[src/rtl/alu_packet_ctrl.sv]
// alu_packet_ctrl: packet-level sequencer for the UART ALU datapath.
// Parses opcode/length headers, folds little-endian 32-bit operands into an
// accumulator (echo / add / multiply / divide) and returns results over TX.
// Optional feature macro: ALU_DIV_EN enables opcode 0xD1 (iterative divide).
module alu_packet_ctrl #(
   parameter int LEN_W = 16
) (
   input  logic       clk,
   input  logic       rst,
   input  logic [7:0] rx_data_i,
   input  logic       rx_valid_i,
   output logic       rx_ready_o,
   output logic [7:0] tx_data_o,
   output logic       tx_valid_o,
   input  logic       tx_ready_i,
   output logic       busy_o
);

   localparam logic [7:0] OP_ECHO = 8'hEC;
   localparam logic [7:0] OP_ADD  = 8'hAD;
   localparam logic [7:0] OP_MUL  = 8'hAC;
`ifdef ALU_DIV_EN
   localparam logic [7:0] OP_DIV  = 8'hD1;
`endif

   typedef enum logic [3:0] {
      S_HDR0,
      S_HDR1,
      S_HDR2,
      S_HDR3,
      S_PAYLOAD,
      S_DRAIN,
      S_ECHO_TX,
      S_SEND
`ifdef ALU_DIV_EN
      , S_DIV_RUN
`endif
   } state_t;

   state_t           state_q, state_d;
   logic [7:0]       op_q, op_d;
   logic [7:0]       len_lo_q, len_lo_d;
   logic [LEN_W-1:0] rem_q, rem_d;
   logic [1:0]       bcnt_q, bcnt_d;
   logic [31:0]      word_q, word_d;
   logic [31:0]      acc_q, acc_d;
   logic [1:0]       sidx_q, sidx_d;
   logic [7:0]       tx_data_q, tx_data_d;
   logic             tx_valid_q, tx_valid_d;
   logic             rx_ready_q;
   logic             busy_q;

`ifdef ALU_DIV_EN
   logic             first_q, first_d;
   logic [31:0]      dq_q, dq_d;
   logic [31:0]      dr_q, dr_d;
   logic [31:0]      dv_q, dv_d;
   logic [4:0]       dcnt_q, dcnt_d;
   logic             dlast_q, dlast_d;
   logic [32:0]      r_sh;
   logic             r_ge;
   logic [31:0]      dr_nx;
   logic [31:0]      q_nx;
   logic             is_div;
`endif

   logic        rx_fire, tx_fire;
   logic [31:0] word_nx;
   logic        word_done, last_byte;
   logic [15:0] hdr_len, pay_len;
   logic        is_echo, is_add, is_mul, is_arith;
   logic [31:0] acc_fold;

   assign rx_fire   = rx_valid_i & rx_ready_q;
   assign tx_fire   = tx_valid_q & tx_ready_i;
   assign word_nx   = {rx_data_i, word_q[31:8]};
   assign word_done = (bcnt_q == 2'd3);
   assign last_byte = (rem_q == LEN_W'(1));
   assign hdr_len   = {rx_data_i, len_lo_q};
   assign pay_len   = (hdr_len < 16'd4) ? 16'd0 : hdr_len - 16'd4;

   assign is_echo = (op_q == OP_ECHO);
   assign is_add  = (op_q == OP_ADD);
   assign is_mul  = (op_q == OP_MUL);
`ifdef ALU_DIV_EN
   assign is_div   = (op_q == OP_DIV);
   assign is_arith = is_add | is_mul | is_div;
`else
   assign is_arith = is_add | is_mul;
`endif

   assign rx_ready_o = rx_ready_q;
   assign tx_data_o  = tx_data_q;
   assign tx_valid_o = tx_valid_q;
   assign busy_o     = busy_q;

   function automatic logic [7:0] acc_byte(input logic [31:0] a, input logic [1:0] i);
      return a[8*i +: 8];
   endfunction

   function automatic logic rx_state(input state_t s);
      return (s == S_HDR0) || (s == S_HDR1) || (s == S_HDR2) || (s == S_HDR3) ||
             (s == S_PAYLOAD) || (s == S_DRAIN);
   endfunction

`ifdef ALU_DIV_EN
   // one restoring-division step: shift in next dividend bit, subtract if it fits
   always_comb begin
      r_sh  = {dr_q, dq_q[31]};
      r_ge  = (r_sh >= {1'b0, dv_q});
      dr_nx = r_ge ? 32'(r_sh - {1'b0, dv_q}) : r_sh[31:0];
      q_nx  = {dq_q[30:0], r_ge};
   end
`endif

   // accumulator value after folding the word completed by this byte
   always_comb begin
      acc_fold = acc_q;
      if (word_done) begin
         if (is_add)
            acc_fold = acc_q + word_nx;
         else if (is_mul)
            acc_fold = acc_q * word_nx;
`ifdef ALU_DIV_EN
         else if (is_div && first_q)
            acc_fold = word_nx;
`endif
      end
   end

   // packet sequencing: header parse, payload fold, divider, response send
   always_comb begin
      state_d    = state_q;
      op_d       = op_q;
      len_lo_d   = len_lo_q;
      rem_d      = rem_q;
      bcnt_d     = bcnt_q;
      word_d     = word_q;
      acc_d      = acc_q;
      sidx_d     = sidx_q;
      tx_data_d  = tx_data_q;
      tx_valid_d = tx_valid_q;
`ifdef ALU_DIV_EN
      first_d    = first_q;
      dq_d       = dq_q;
      dr_d       = dr_q;
      dv_d       = dv_q;
      dcnt_d     = dcnt_q;
      dlast_d    = dlast_q;
`endif
      case (state_q)
         S_HDR0: if (rx_fire) begin
            op_d    = rx_data_i;
            acc_d   = (rx_data_i == OP_MUL) ? 32'd1 : '0;
            bcnt_d  = '0;
`ifdef ALU_DIV_EN
            first_d = 1'b1;
`endif
            state_d = S_HDR1;
         end
         S_HDR1: if (rx_fire) state_d = S_HDR2;
         S_HDR2: if (rx_fire) begin
            len_lo_d = rx_data_i;
            state_d  = S_HDR3;
         end
         S_HDR3: if (rx_fire) begin
            rem_d = LEN_W'(pay_len);
            if (pay_len == 16'd0) begin
               if (is_arith) begin
                  sidx_d     = '0;
                  tx_data_d  = acc_q[7:0];
                  tx_valid_d = 1'b1;
                  state_d    = S_SEND;
               end else begin
                  state_d = S_HDR0;
               end
            end else begin
               state_d = (is_echo || is_arith) ? S_PAYLOAD : S_DRAIN;
            end
         end
         S_PAYLOAD: if (rx_fire) begin
            rem_d  = rem_q - LEN_W'(1);
            bcnt_d = bcnt_q + 2'd1;
            word_d = word_nx;
            if (is_echo) begin
               tx_data_d  = rx_data_i;
               tx_valid_d = 1'b1;
               state_d    = S_ECHO_TX;
            end else begin
               acc_d = acc_fold;
`ifdef ALU_DIV_EN
               if (is_div && word_done)
                  first_d = 1'b0;
               if (is_div && word_done && !first_q) begin
                  dq_d    = acc_q;
                  dr_d    = '0;
                  dv_d    = word_nx;
                  dcnt_d  = '0;
                  dlast_d = last_byte;
                  state_d = S_DIV_RUN;
               end else
`endif
               if (last_byte) begin
                  sidx_d     = '0;
                  tx_data_d  = acc_fold[7:0];
                  tx_valid_d = 1'b1;
                  state_d    = S_SEND;
               end
            end
         end
         S_DRAIN: if (rx_fire) begin
            rem_d = rem_q - LEN_W'(1);
            if (last_byte) state_d = S_HDR0;
         end
         S_ECHO_TX: if (tx_fire) begin
            tx_valid_d = 1'b0;
            state_d    = (rem_q == '0) ? S_HDR0 : S_PAYLOAD;
         end
         S_SEND: if (tx_fire) begin
            if (sidx_q == 2'd3) begin
               tx_valid_d = 1'b0;
               state_d    = S_HDR0;
            end else begin
               sidx_d    = sidx_q + 2'd1;
               tx_data_d = acc_byte(acc_q, sidx_q + 2'd1);
            end
         end
`ifdef ALU_DIV_EN
         S_DIV_RUN: begin
            dq_d   = q_nx;
            dr_d   = dr_nx;
            dcnt_d = dcnt_q + 5'd1;
            if (dcnt_q == 5'd31) begin
               acc_d = q_nx;
               if (dlast_q) begin
                  sidx_d     = '0;
                  tx_data_d  = q_nx[7:0];
                  tx_valid_d = 1'b1;
                  state_d    = S_SEND;
               end else begin
                  state_d = S_PAYLOAD;
               end
            end
         end
`endif
         default: state_d = S_HDR0;
      endcase
   end

   // state and registered outputs; rx_ready/busy are decoded from next state
   always_ff @(posedge clk or negedge rst) begin
      if (!rst) begin
         state_q    <= S_HDR0;
         op_q       <= '0;
         len_lo_q   <= '0;
         rem_q      <= '0;
         bcnt_q     <= '0;
         word_q     <= '0;
         acc_q      <= '0;
         sidx_q     <= '0;
         tx_data_q  <= '0;
         tx_valid_q <= 1'b0;
         rx_ready_q <= 1'b1;
         busy_q     <= 1'b0;
`ifdef ALU_DIV_EN
         first_q    <= 1'b0;
         dq_q       <= '0;
         dr_q       <= '0;
         dv_q       <= '0;
         dcnt_q     <= '0;
         dlast_q    <= 1'b0;
`endif
      end else begin
         state_q    <= state_d;
         op_q       <= op_d;
         len_lo_q   <= len_lo_d;
         rem_q      <= rem_d;
         bcnt_q     <= bcnt_d;
         word_q     <= word_d;
         acc_q      <= acc_d;
         sidx_q     <= sidx_d;
         tx_data_q  <= tx_data_d;
         tx_valid_q <= tx_valid_d;
         rx_ready_q <= rx_state(state_d);
         busy_q     <= (state_d != S_HDR0);
`ifdef ALU_DIV_EN
         first_q    <= first_d;
         dq_q       <= dq_d;
         dr_q       <= dr_d;
         dv_q       <= dv_d;
         dcnt_q     <= dcnt_d;
         dlast_q    <= dlast_d;
`endif
      end
   end

endmodule
[config.mk]
export PLATFORM = sky130hd
export DESIGN_NAME = alu_packet_ctrl
export DESIGN_NICKNAME = d
export VERILOG_FILES = /design/src/rtl/alu_packet_ctrl.sv
export SDC_FILE = /design/constraint.sdc
export NUM_CORES = 2
export LEC_CHECK = 0
export CAP_MARGIN = 40
export CORE_MARGIN = 4
export CORE_UTILIZATION = 65
export CTS_BUF_LIST = sky130_fd_sc_hd__clkbuf_8
export DETAILED_ROUTE_END_ITERATION = 8
export GPL_ROUTABILITY_DRIVEN = 0
export PLACE_DENSITY = 0.82
export SYNTH_ARGS = -nofsm -noshare
export SYNTH_HDL_FRONTEND = slang
export SYNTH_SLANG_ARGS = --single-unit
[constraint.sdc]
create_clock -name clk -period 9.7 [get_ports clk]
set_input_delay 1.94 -clock clk [delete_from_list [all_inputs] [get_ports clk]]
set_output_delay 1.94 -clock clk [all_outputs]
set_load 0.01 [all_outputs]
==> impl_results.md <==
- Pre-antenna DRT Iters: 8
- Sequential power share: around 46%
- DR WL/cell: 22.5 um
- P_sw: approximately 580 uW
- Initial Util: roughly two thirds
- Slew headroom: roughly a third
- Power density cells: 57.9 nW/um^2
- Syn Area/Cell: 9.20 sq um
- Clock Path Buffers: 2
- Number of CTS-inserted buffers: 9
- Setup TNS: 0 ns
- WP data required: ~10 ns
- RSZ-0062 raised after global routing: no
- Hold Crit Depth: 1
- Worst slew pin tran: between 1 and 1.5 ns
- Gr usage total: a little over a third
- Syn Nets: 3086
- Status: completed
- Synth-to-layout area growth: 4.01%
- Min-Delay Startpoint: bcnt_q[0]
- CP Capture Type: flop
- Fin crit period: 8.12 ns
- Std cell rows: between 60 and 70
- WL final: around 66 mm
- Sw Share: between 40% and 50%
- Number of global-route vias before repair: 19800
- Clock latency on the worst-skew pair: 0.41 ns
- Worst Path Arrival: between 8 and 9 ns
- Antenna violations before repair: 1
- Root buffer cell: clkbuf_8
- I/O Pins: 23
- Final Util: 68.9%
- Routed vias: 18400
- Slew Limit Fails: 0
- Worst Setup Path Type: input port to flop
- Vias per cell: 6.29
- FF-to-FF path depth: 25
- Seq/Total Area, Yosys: between 10% and 20%
- H-tree levels: 3
- Max VDD drop: ~0.11 mV
- Die X: slightly below 200 um
- Final setup viols: 0
- YS warnings: 0
- Min Hold Slack: ~0.49 ns
- Most instantiated library cell after synthesis: fa_1
- Final instance area: 24000 sq um
- Post_cts resized: 0
- Fmax: between 100 and 150 MHz
- Yosys top cell by area: fa_1
- Worst-path clk slew: about 0.12 ns
- Top cell type's share of synthesized area: between 30% and 40%
- Hold_buf cts: 0
- Max-cap violations: 0
- Combinational share of power: approximately 34%
- Share of cells above drive strength 1: slightly below 7%
- CTS tree: yes
- Post-synth EDFFs: 0
- First-pass GRT wire length: about 110 mm
- Cells after Synth: ~2500
- Crit path from: rx_data_i[1]
- Synthesized flop and latch total: about 110
- Clock share of power: roughly a fifth
- HP Class: flop to flop
- DR DRC count: 0
- Final period util: 83.7%
- Tot Pwr: roughly 1400 uW
- Global route overflow: 0
- Synth cell count leaders: 409 x fa_1, 396 x inv_1, 318 x nand2_1
- Startpoint type of the worst setup path: input port
- Post-synth top flop: dfrtp_1
- IO buf count: 22
- Worst-path maximum fanout: 9
- Ys async rst share: 100%
- Setup bufs post-CTS: 0
- Sink Count: ~110
- R2R Setup Slk: 2.01 ns
- Yosys cell types: 96
- Worst r2r src: word_q[18]
- Static Leak: approximately 0.012 uW
- Pint: ~800 uW
- Core Box Area: 34800 sq um
- 1st-iter DRT viols: around 1700
- HPWL after DPL: around 50 mm
- Synth area leaders: fa_1 36%, dfrtp_1 12%, ha_1 8.6%
- Area post-placement: 23800 sq um
- Area of the mapped netlist: 23100 sq um
- Die height: between 150 and 200 um
- Die ar.: between 30000 and 40000 sq um
- Final nets: just over 3000
- Largest net degree at the start of global routing: roughly 60
- DRT antenna net count: 0
- Final hold violation count: 0
- Worst clock skew: approximately 0.026 ns
stage by stage:
stage / instances / setup slack [ns]
after global routing: 2922 / 1.34
after CTS: 2921 / 1.65
after floorplan: 2506 / 1.88
after global placement: 2901 / 1.30
final: 2926 / 1.58
after detailed placement: 2905 / 1.24
layout make-up:
type	instances	area, sq um
inverters	396	1490
clock inverters	7	60.1
multi-input cells	1873	18400
repair buffers	75	662
fillers	2630	10800
clock buffers	9	124
well taps	455	569
diodes	4	10.0
flip-flops and latches	107	2680
worst max-delay path, cell delays in order:
cell and delay [ns]:
clkdlybuf4s50_1 0.70, and2_1 0.29, fa_1 0.47, inv_1 0.05, fa_1 0.51, inv_1 0.06
fa_1 0.49, fa_1 0.49, inv_1 0.05, fa_1 0.45, fa_1 0.52, fa_1 0.44
fa_1 0.39, xnor2_1 0.14, xnor2_1 0.20, xnor2_1 0.16, xnor2_1 0.16, xnor2_1 0.11
xnor2_1 0.22, xnor2_1 0.17, xnor2_1 0.10, a221o_1 0.32
sequential cells by signal, summed over array words and instances (netlist names):
register and flops:
acc_q 32, bcnt_q 2, op_q 8, state_q 4
sidx_q 2, tx_data_o 8, rem_q 16, len_lo_q 8
busy_o 1, tx_valid_o 1, rx_ready_o 1, word_q 24
cell families after synthesis:
family / Yosys count / share of synthesized area, %
xor gates and xnor gates: 120 / 4.56
other: 1 / 0.0163
adders and majority gates: 568 / 44.1
DFF: 107 / 11.6
and+or+nand+nor: 807 / 18.1
AOI/OAI and AO/OA: 312 / 9.30
buffers and inverters: 526 / 8.65
muxes: 65 / 3.65
cells in the final DEF, fill, tap and decap left out, types with 8 or more instances in the layout:
cell type / count
mux2_2: 40
a21o_1: 26
mux4_2: 8
nor2_1: 67
a22o_1: 11
o21a_1: 8
fa_1: 409
o21ai_0: 58
o221ai_1: 14
o21ai_1: 20
a22oi_1: 8
inv_1: 397
xnor2_1: 85
mux2_4: 8
a21oi_1: 67
ha_1: 159
nand2_1: 318
a31oi_1: 12
dfrtp_1: 106
o22ai_1: 12
xor2_1: 35
and2_1: 306
mux2i_1: 9
nor3_1: 22
clkdlybuf4s50_1: 21
nand4_1: 8
a211oi_1: 10
buf_4: 49
nand3_1: 22
clkbuf_8: 9
nand2b_1: 9
worst paths after layout:
check	end
setup / recovery	acc_q[31]
max in group asynchronous	acc_q[30]
hold reg to reg	bcnt_q[0]
min in group asynchronous	rem_q[1]
hold / removal	bcnt_q[0]
setup reg to reg	acc_q[31]
routing by layer:
layer / share of wire [%] / track usage (%) / vias to the layer above
met2: 45 / 56.2 / 1147
met3: 11 / 8.74 / 309
li1: - / - / 7794
met1: 37 / 45.2 / 9146
met4: 6.6 / 17.6 / 0
met5: 0 / 0 / -
power by group through the flow:
stage          Combinational [uW]  Sequential, uW  Clock (uW)
3_3_place_gp                  440             634           0
6_report                      476             637         275
3_5_place_dp                  458             638           0
4_1_cts                       463             629         275
2_1_floorplan                 341             577           0
5_1_grt                       516             643         292
Power figures use the tool's default switching activity.
